[src/rtl/fetch_op_queue_if.sv]
// Fetch/decode-to-issue handshake bundle for the fetch op queue.
// The slave modport is the queue's view; master is the surrounding pipeline's view.
interface fetch_op_queue_if #(
  parameter int AW = 3
);
  logic          push_valid;
  logic [31:0]   push_pc;
  logic [4:0]    push_op;
  logic          push_branch;
  logic          push_ls;
  logic          push_use_imm;
  logic          push_jalr;
  logic [4:0]    push_rd;
  logic [4:0]    push_rs1;
  logic [4:0]    push_rs2;
  logic [31:0]   push_imm;
  logic          push_pred_taken;
  logic          flush;
  logic          foq_full;
  logic          out_valid;
  logic [31:0]   out_pc;
  logic [4:0]    out_op;
  logic          out_branch;
  logic          out_ls;
  logic          out_use_imm;
  logic          out_jalr;
  logic [4:0]    out_rd;
  logic [4:0]    out_rs1;
  logic [4:0]    out_rs2;
  logic [31:0]   out_imm;
  logic          out_pred_taken;
  logic          issue_ready;
  logic [AW:0]   count;

  modport slave (
    input  push_valid, push_pc, push_op, push_branch, push_ls, push_use_imm,
           push_jalr, push_rd, push_rs1, push_rs2, push_imm, push_pred_taken,
           flush, issue_ready,
    output foq_full, out_valid, out_pc, out_op, out_branch, out_ls, out_use_imm,
           out_jalr, out_rd, out_rs1, out_rs2, out_imm, out_pred_taken, count
  );

  modport master (
    output push_valid, push_pc, push_op, push_branch, push_ls, push_use_imm,
           push_jalr, push_rd, push_rs1, push_rs2, push_imm, push_pred_taken,
           flush, issue_ready,
    input  foq_full, out_valid, out_pc, out_op, out_branch, out_ls, out_use_imm,
           out_jalr, out_rd, out_rs1, out_rs2, out_imm, out_pred_taken, count
  );
endinterface

[src/rtl/fetch_op_queue.sv]
// Circular FIFO of decoded instructions between fetch/decode and issue.
// Head entry falls through combinationally; flush empties the queue in one edge.
module fetch_op_queue #(
  parameter int DEPTH = 8,
  parameter int AW    = 3
) (
  input logic             clk_in,
  input logic             rst_in,
  input logic             rdy_in,
  fetch_op_queue_if.slave foq
);

  typedef struct packed {
    logic [31:0] pc;
    logic [4:0]  op;
    logic        branch;
    logic        ls;
    logic        use_imm;
    logic        jalr;
    logic [4:0]  rd;
    logic [4:0]  rs1;
    logic [4:0]  rs2;
    logic [31:0] imm;
    logic        pred_taken;
  } entry_t;

  entry_t        mem_q [DEPTH];
  logic [AW-1:0] head_q, head_d;
  logic [AW-1:0] tail_q, tail_d;
  logic [AW:0]   count_q, count_d;
  logic          push_acc;
  logic          pop_acc;
  entry_t        push_entry;
  entry_t        head_entry;

  assign foq.foq_full  = (count_q == (AW+1)'(DEPTH));
  assign foq.out_valid = (count_q != '0);
  assign foq.count     = count_q;

  // A push offered while full is dropped even if a pop frees a slot this cycle.
  assign push_acc = foq.push_valid && !foq.foq_full && rdy_in && !foq.flush;
  assign pop_acc  = foq.out_valid && foq.issue_ready && rdy_in && !foq.flush;

  assign push_entry = '{
    pc:         foq.push_pc,
    op:         foq.push_op,
    branch:     foq.push_branch,
    ls:         foq.push_ls,
    use_imm:    foq.push_use_imm,
    jalr:       foq.push_jalr,
    rd:         foq.push_rd,
    rs1:        foq.push_rs1,
    rs2:        foq.push_rs2,
    imm:        foq.push_imm,
    pred_taken: foq.push_pred_taken
  };

  assign head_entry         = mem_q[head_q];
  assign foq.out_pc         = head_entry.pc;
  assign foq.out_op         = head_entry.op;
  assign foq.out_branch     = head_entry.branch;
  assign foq.out_ls         = head_entry.ls;
  assign foq.out_use_imm    = head_entry.use_imm;
  assign foq.out_jalr       = head_entry.jalr;
  assign foq.out_rd         = head_entry.rd;
  assign foq.out_rs1        = head_entry.rs1;
  assign foq.out_rs2        = head_entry.rs2;
  assign foq.out_imm        = head_entry.imm;
  assign foq.out_pred_taken = head_entry.pred_taken;

  // Next pointer/occupancy: hold when disabled, clear on flush, else advance.
  always_comb begin
    head_d  = head_q;
    tail_d  = tail_q;
    count_d = count_q;
    if (rdy_in) begin
      if (foq.flush) begin
        head_d  = '0;
        tail_d  = '0;
        count_d = '0;
      end else begin
        if (push_acc) tail_d = tail_q + AW'(1);
        if (pop_acc)  head_d = head_q + AW'(1);
        unique case ({push_acc, pop_acc})
          2'b10:   count_d = count_q + (AW+1)'(1);
          2'b01:   count_d = count_q - (AW+1)'(1);
          default: count_d = count_q;
        endcase
      end
    end
  end

  // Pointer and occupancy registers with synchronous reset.
  always_ff @(posedge clk_in) begin
    if (rst_in) begin
      head_q  <= '0;
      tail_q  <= '0;
      count_q <= '0;
    end else begin
      head_q  <= head_d;
      tail_q  <= tail_d;
      count_q <= count_d;
    end
  end

  // Entry storage written at the tail on an accepted push; contents never cleared.
  always_ff @(posedge clk_in) begin
    if (!rst_in && push_acc) mem_q[tail_q] <= push_entry;
  end

endmodule

[src/flat_wrapper.sv]
// flat-port wrapper written by rule: the top's interface ports become plain ports
module fetch_op_queue_flat 
#(
  parameter int DEPTH = 8,
  parameter int AW    = 3
)
  (clk_in, rst_in, rdy_in, foq_push_valid, foq_push_pc, foq_push_op, foq_push_branch, foq_push_ls, foq_push_use_imm, foq_push_jalr, foq_push_rd, foq_push_rs1, foq_push_rs2, foq_push_imm, foq_push_pred_taken, foq_flush, foq_issue_ready, foq_foq_full, foq_out_valid, foq_out_pc, foq_out_op, foq_out_branch, foq_out_ls, foq_out_use_imm, foq_out_jalr, foq_out_rd, foq_out_rs1, foq_out_rs2, foq_out_imm, foq_out_pred_taken, foq_count);
  fetch_op_queue_if #(.AW(AW)) foq_i ();
  input logic clk_in;
  input logic rst_in;
  input logic rdy_in;
  input wire logic [$bits(foq_i.push_valid)-1:0] foq_push_valid;
  input wire logic [$bits(foq_i.push_pc)-1:0] foq_push_pc;
  input wire logic [$bits(foq_i.push_op)-1:0] foq_push_op;
  input wire logic [$bits(foq_i.push_branch)-1:0] foq_push_branch;
  input wire logic [$bits(foq_i.push_ls)-1:0] foq_push_ls;
  input wire logic [$bits(foq_i.push_use_imm)-1:0] foq_push_use_imm;
  input wire logic [$bits(foq_i.push_jalr)-1:0] foq_push_jalr;
  input wire logic [$bits(foq_i.push_rd)-1:0] foq_push_rd;
  input wire logic [$bits(foq_i.push_rs1)-1:0] foq_push_rs1;
  input wire logic [$bits(foq_i.push_rs2)-1:0] foq_push_rs2;
  input wire logic [$bits(foq_i.push_imm)-1:0] foq_push_imm;
  input wire logic [$bits(foq_i.push_pred_taken)-1:0] foq_push_pred_taken;
  input wire logic [$bits(foq_i.flush)-1:0] foq_flush;
  input wire logic [$bits(foq_i.issue_ready)-1:0] foq_issue_ready;
  output wire logic [$bits(foq_i.foq_full)-1:0] foq_foq_full;
  output wire logic [$bits(foq_i.out_valid)-1:0] foq_out_valid;
  output wire logic [$bits(foq_i.out_pc)-1:0] foq_out_pc;
  output wire logic [$bits(foq_i.out_op)-1:0] foq_out_op;
  output wire logic [$bits(foq_i.out_branch)-1:0] foq_out_branch;
  output wire logic [$bits(foq_i.out_ls)-1:0] foq_out_ls;
  output wire logic [$bits(foq_i.out_use_imm)-1:0] foq_out_use_imm;
  output wire logic [$bits(foq_i.out_jalr)-1:0] foq_out_jalr;
  output wire logic [$bits(foq_i.out_rd)-1:0] foq_out_rd;
  output wire logic [$bits(foq_i.out_rs1)-1:0] foq_out_rs1;
  output wire logic [$bits(foq_i.out_rs2)-1:0] foq_out_rs2;
  output wire logic [$bits(foq_i.out_imm)-1:0] foq_out_imm;
  output wire logic [$bits(foq_i.out_pred_taken)-1:0] foq_out_pred_taken;
  output wire logic [$bits(foq_i.count)-1:0] foq_count;
  assign foq_i.push_valid = foq_push_valid;
  assign foq_i.push_pc = foq_push_pc;
  assign foq_i.push_op = foq_push_op;
  assign foq_i.push_branch = foq_push_branch;
  assign foq_i.push_ls = foq_push_ls;
  assign foq_i.push_use_imm = foq_push_use_imm;
  assign foq_i.push_jalr = foq_push_jalr;
  assign foq_i.push_rd = foq_push_rd;
  assign foq_i.push_rs1 = foq_push_rs1;
  assign foq_i.push_rs2 = foq_push_rs2;
  assign foq_i.push_imm = foq_push_imm;
  assign foq_i.push_pred_taken = foq_push_pred_taken;
  assign foq_i.flush = foq_flush;
  assign foq_i.issue_ready = foq_issue_ready;
  assign foq_foq_full = foq_i.foq_full;
  assign foq_out_valid = foq_i.out_valid;
  assign foq_out_pc = foq_i.out_pc;
  assign foq_out_op = foq_i.out_op;
  assign foq_out_branch = foq_i.out_branch;
  assign foq_out_ls = foq_i.out_ls;
  assign foq_out_use_imm = foq_i.out_use_imm;
  assign foq_out_jalr = foq_i.out_jalr;
  assign foq_out_rd = foq_i.out_rd;
  assign foq_out_rs1 = foq_i.out_rs1;
  assign foq_out_rs2 = foq_i.out_rs2;
  assign foq_out_imm = foq_i.out_imm;
  assign foq_out_pred_taken = foq_i.out_pred_taken;
  assign foq_count = foq_i.count;
  fetch_op_queue #(.DEPTH(DEPTH), .AW(AW)) u_core (.clk_in(clk_in), .rst_in(rst_in), .rdy_in(rdy_in), .foq(foq_i));
endmodule
[config.mk]
export PLATFORM = sky130hd
export DESIGN_NAME = fetch_op_queue_flat
export DESIGN_NICKNAME = d
export VERILOG_FILES = /design/src/rtl/fetch_op_queue_if.sv /design/src/rtl/fetch_op_queue.sv /design/src/flat_wrapper.sv
export SDC_FILE = /design/constraint.sdc
export NUM_CORES = 1
export LEC_CHECK = 0
export BUFFER_PORTS_ARGS = -buffer_cell sky130_fd_sc_hd__buf_2
export CAP_MARGIN = 0
export CORE_MARGIN = 4
export CORE_UTILIZATION = 64
export CTS_CLUSTER_SIZE = 40
export DETAILED_ROUTE_END_ITERATION = 10
export GPL_TIMING_DRIVEN = 1
export PLACE_DENSITY = 0.81
export SETUP_SLACK_MARGIN = 0.4
export SYNTH_ARGS = -nofsm -noshare
export SYNTH_HDL_FRONTEND = slang
export SYNTH_SLANG_ARGS = --single-unit
[constraint.sdc]
create_clock -name clk_in -period 26.4 [get_ports clk_in]
set_clock_uncertainty 0.15 [all_clocks]
set_input_delay 3.96 -clock clk_in [delete_from_list [all_inputs] [get_ports clk_in]]
set_output_delay 3.96 -clock clk_in [all_outputs]
set_load 0.005 [all_outputs]
# [Yosys cells after proc, flatten, opt, wreduce, memory -nomap -nowiden]
# Memory sizes are Yosys's and may differ from the RTL's. A register that Yosys moved wholly into a read port is not among the register bits.
# Cells that the tools add are included.
[word_totals] ff_bits=10 mem_bits_rw=712 in_bits=95 output_inout_bits=95 wordCells=38 mem_count=1
[op_classes] addsub=4 n_eq_ne=3 mux=10 n_reduce_logical=17
[memory_table] memory="u_core.mem_q" depth=8 word_bits=89 read_ports=1 rd_clocked_by_memory_dff=1 wr=1 line_no="fetch_op_queue.sv:27" text="entry_t mem_q [DEPTH];"
[ops] cell="3-bit two-way mux" n=6
[ops] cell="4-bit one-hot mux with 2 select lines" n=1
[ops] cell="1-bit logical AND" n=7
[ops] cell="3-bit by 1-bit adder with 3-bit output, second input constant" n=2
[ops] cell="2-bit AND reduction" n=3
[ops] cell="4-bit by 1-bit adder with 4-bit output, second input constant" n=1
[ops] cell="4-bit equality test, second input constant" n=1
[ops] cell="4-bit two-way mux" n=1
[ops] cell="2-bit nonzero test" n=2
[ops] cell="4-bit nonzero test" n=1
[ops] cell="4-bit by 1-bit subtractor with 4-bit output, second input constant" n=1
[ops] cell="1-bit logical NOT" n=3
[ops] cell="3-bit nonzero test" n=1
[ops] cell="2-bit by 1-bit equality test with 1-bit output, second input constant" n=1
[ops] cell="2-bit equality test, second input constant" n=1
[ops] cell="1-bit two-way mux" n=2

# [Longest topological paths before layout]
[logic_depth] depth_word=8 depth_mapped=9

# [Worst setup path after synthesis]
# No wires, ideal clock.
[synth_timing] kind="input port to flip-flop" startpoint="input port rdy_in" endpoint="memory u_core.mem_q[0][0] (netlist name) (enable)" setup_ps=646 arrival_time_ps=10418 t_required_ps=25604 slack_ps=15186 cell_stages=4 n_path_buf=0 cell_sequence="nand3_1 nor3_1 nand2b_1 nor3_1"
[synth_via] elab_chain_cells=5
[synth_rtl] element="from (decl)" line_no="flat_wrapper.sv:11" text="input logic rdy_in;"
[synth_rtl] element="1-bit logical AND (2 in a row)" line_no="fetch_op_queue.sv:41" text="assign push_acc = foq.push_valid && !foq.foq_full && rdy_in && !foq.flush;"
[synth_rtl] element="1-bit logical AND" line_no="fetch_op_queue.sv:108" text="if (!rst_in && push_acc) mem_q[tail_q] <= push_entry;"
[synth_rtl] element="1-bit two-way mux" line_no="fetch_op_queue.sv:108"
[synth_rtl] element="1-bit two-way mux (not written as such)" line_no="fetch_op_queue.sv:108"
[synth_rtl] element="to (decl)" line_no="fetch_op_queue.sv:27"
# No other way between the ends.

==> impl_metrics.json <==
{
  "outcome": "finished clean",
  "cts_tree": "yes",
  "synth_top_family_by_area": "multiplexers",
  "routed_via_density": 6.32,
  "worstMarginPinSlew_ns": 1.09,
  "yosys.area_share.simple": 0.00758,
  "netlist_instances": 1121,
  "grt.total_usage": 0.234,
  "cts.sink_count": 725,
  "vias": 12300,
  "syn-mean-instance-area_um2": 24.5,
  "synth-compound-area-share": 0.00648,
  "fin_area_um2": 31200,
  "synth_edf_count": 712,
  "io_pins": 190,
  "critPathKind": "reg2out",
  "hold_viol_final": 0,
  "postPlaceCellArea_um2": 29000,
  "wl_um": 52800,
  "muxShareOfSynthArea": 0.184,
  "num-nets-final": 1450,
  "power_mw": 2.26,
  "die_w_um": 215,
  "routedWlPerCell_um": 27.1,
  "clk_pin_slew_ns": 0.06,
  "n_fill_cell": 2225,
  "cts_hold_buf": 0,
  "synth_top_area_frac": 0.780,
  "slew_headroom": 0.274,
  "layout_commonest_cell": "edfxtp_1",
  "ant_nets": 0,
  "die_y_um": 215,
  "grt_max_degree": 77,
  "drv_cap": 0,
  "crit_required_ns": 22.29,
  "p_leak_nw": 9.88,
  "synth_area_leaders": "edfxtp_1 (78%), mux4_2 (15%), mux2_2 (3.7%)",
  "htree_levels": 3,
  "die_area_um2": 46200,
  "period_needed_ns": 8.20,
  "final_cell_mix": "edfxtp_1 (712), buf_2 (189), mux4_2 (178)",
  "vdd_ir_drop_max_mv": 0.0613,
  "crit_path_start_kind": "register",
  "arrival_ns": 4.09,
  "cts_buffers": 70,
  "firstDrtPassIters": 4,
  "layout-drive-gt1-share": 0.419,
  "syn_nets": 1221,
  "drt-initial-drc-count": 1208,
  "post-cts-setup-buffer-count": 0,
  "hold_class": "reg2reg",
  "seq_area_frac_synth": 0.790,
  "yosys_warnings": 0,
  "grt_pass1_wl_um": 81400,
  "timing.final.crit_share": 0.311,
  "crit_path_end_kind": "output pin",
  "setup_tns_ns": 0,
  "synth_xor_area_frac": 0.000959,
  "core_um2": 42100,
  "gr-total-overflow": 0,
  "port_buffers": 189,
  "grt_pass1_vias": 13200,
  "synth_seq_cells": 725,
  "rsz0062_at_grt": "false",
  "fmax_mhz": 122,
  "antenna_found_initial": 11,
  "synth_top_area_cell": "edfxtp_1",
  "core.rowCount": 75,
  "route.detailed.drc": 0,
  "syn_area_um2": 27400,
  "ctsResizeCount": 0,
  "routabilityCongestion": 0.722,
  "area_delta_synth_final_pct": 13.9,
  "clockBufferDepth": 3,
  "finalSetupViolations": 0,
  "clk_latency_ns": 0.57,
  "yosys.area_share.adder": 0.00256,
  "powerDensity_nw_per_um2": 72.5,
  "yosys.cell_types.count": 41,
  "synth_ff_type": "edfxtp_1",
  "drv_slew": 0,
  "synth-async-reset-ratio": 0,
  "crit_path_max_fanout": 76,
  "holdWs_ns": 0.402,
  "dp_hpwl_um": 27800,
  "cts_root_buf": "clkbuf_16",
  "start_util": 0.651
}
==> area by class of cell <==
cell class / count / area [µm²] / area share
diodes: 6 / 15.0 / 0.000481
well taps: 539 / 674 / 0.0216
flip-flops and latches: 725 / 21700 / 0.693
multi-input cells: 340 / 5580 / 0.179
inverters: 2 / 7.51 / 0.000240
clock buffers: 93 / 1940 / 0.0622
clock inverters: 29 / 250 / 0.00801
repair buffers: 211 / 1110 / 0.0356
==> per-layer routing <==
metal / up-vias / share of wire / track usage
met5: - / 0.0011 / 0
met4: 10 / 0.023 / 0.0685
met3: 99 / 0.062 / 0.0482
met2: 412 / 0.51 / 0.389
met1: 6512 / 0.40 / 0.324
li1: 5259 / - / -
==> worst max-delay path, cell delays in order (launching register included) <==
cell and delay, ns:
dfxtp_4 0.72, buf_4 0.81, buf_4 0.97, mux4_2 0.44, mux2_2 0.29, buf_2 0.14
==> flip-flops by register name (all words and copies together), names as in the netlist, named ones only <==
signal and count:
u_core.mem_q 712, u_core.foq.count 4, u_core.tail_q 3, u_core.head_q 3
==> where the power goes <==
group / total (mW) / leakage (nW) / switching (mW) / internal [mW]
Clock: 0.958 / 1.07 / 0.395 / 0.563
Sequential: 1.27 / 6.51 / 0.00144 / 1.27
Combinational: 0.0383 / 2.30 / 0.0236 / 0.0146
==> cells by family (layout without fill, tap and decap cells) <==
group	Yosys count	after routing
flip-flops	725	725
multiplexers	270	270
buffers and inverters	56	335
AND/OR/NAND/NOR	41	41
AO/OA/AOI/OAI	21	21
adder cells (fa/ha/maj)	5	5
XOR/XNOR	3	3
other	0	6
==> cells in the mapped netlist (2+ instances only) <==
library cell	instances
edfxtp_1	712
mux4_2	178
mux2_2	89
clkbuf_1	26
nor2_1	18
buf_2	13
dfxtp_1	13
buf_1	12
a21oi_1	5
nand2_1	5
nor3_1	5
ha_1	4
nand2b_1	4
mux2i_1	3
a22oi_1	2
a2bb2oi_1	2
buf_6	2
inv_1	2
nor4_1	2
o21ai_0	2
xor2_1	2
==> metrics by stage <==
| step | cells | setup WS, ns | util |
|---|---|---|---|
| floorplan | 1121 | 15.19 | - |
| global placement | 1817 | 18.81 | 0.689 |
| detailed placement | 1817 | 18.81 | 0.689 |
| CTS | 1939 | 18.15 | 0.741 |
| global route | 1942 | 18.05 | 0.741 |
| finish | 1945 | 18.20 | 0.741 |
==> worst paths after layout <==
check | start | depth (start not counted) | slack [ns] | end
setup reg to reg | u_core.foq.count[0] | 7 | 22.87 | u_core.mem_q[3][19]
hold / removal | u_core.tail_q[0] | 2 | 0.40 | u_core.tail_q[0]
setup / recovery | register | 5 | 18.20 | foq_out_pc[7]
hold reg to reg | u_core.tail_q[0] | 2 | 0.40 | u_core.tail_q[0]
Note: power is estimated with default switching activity, not from simulation.
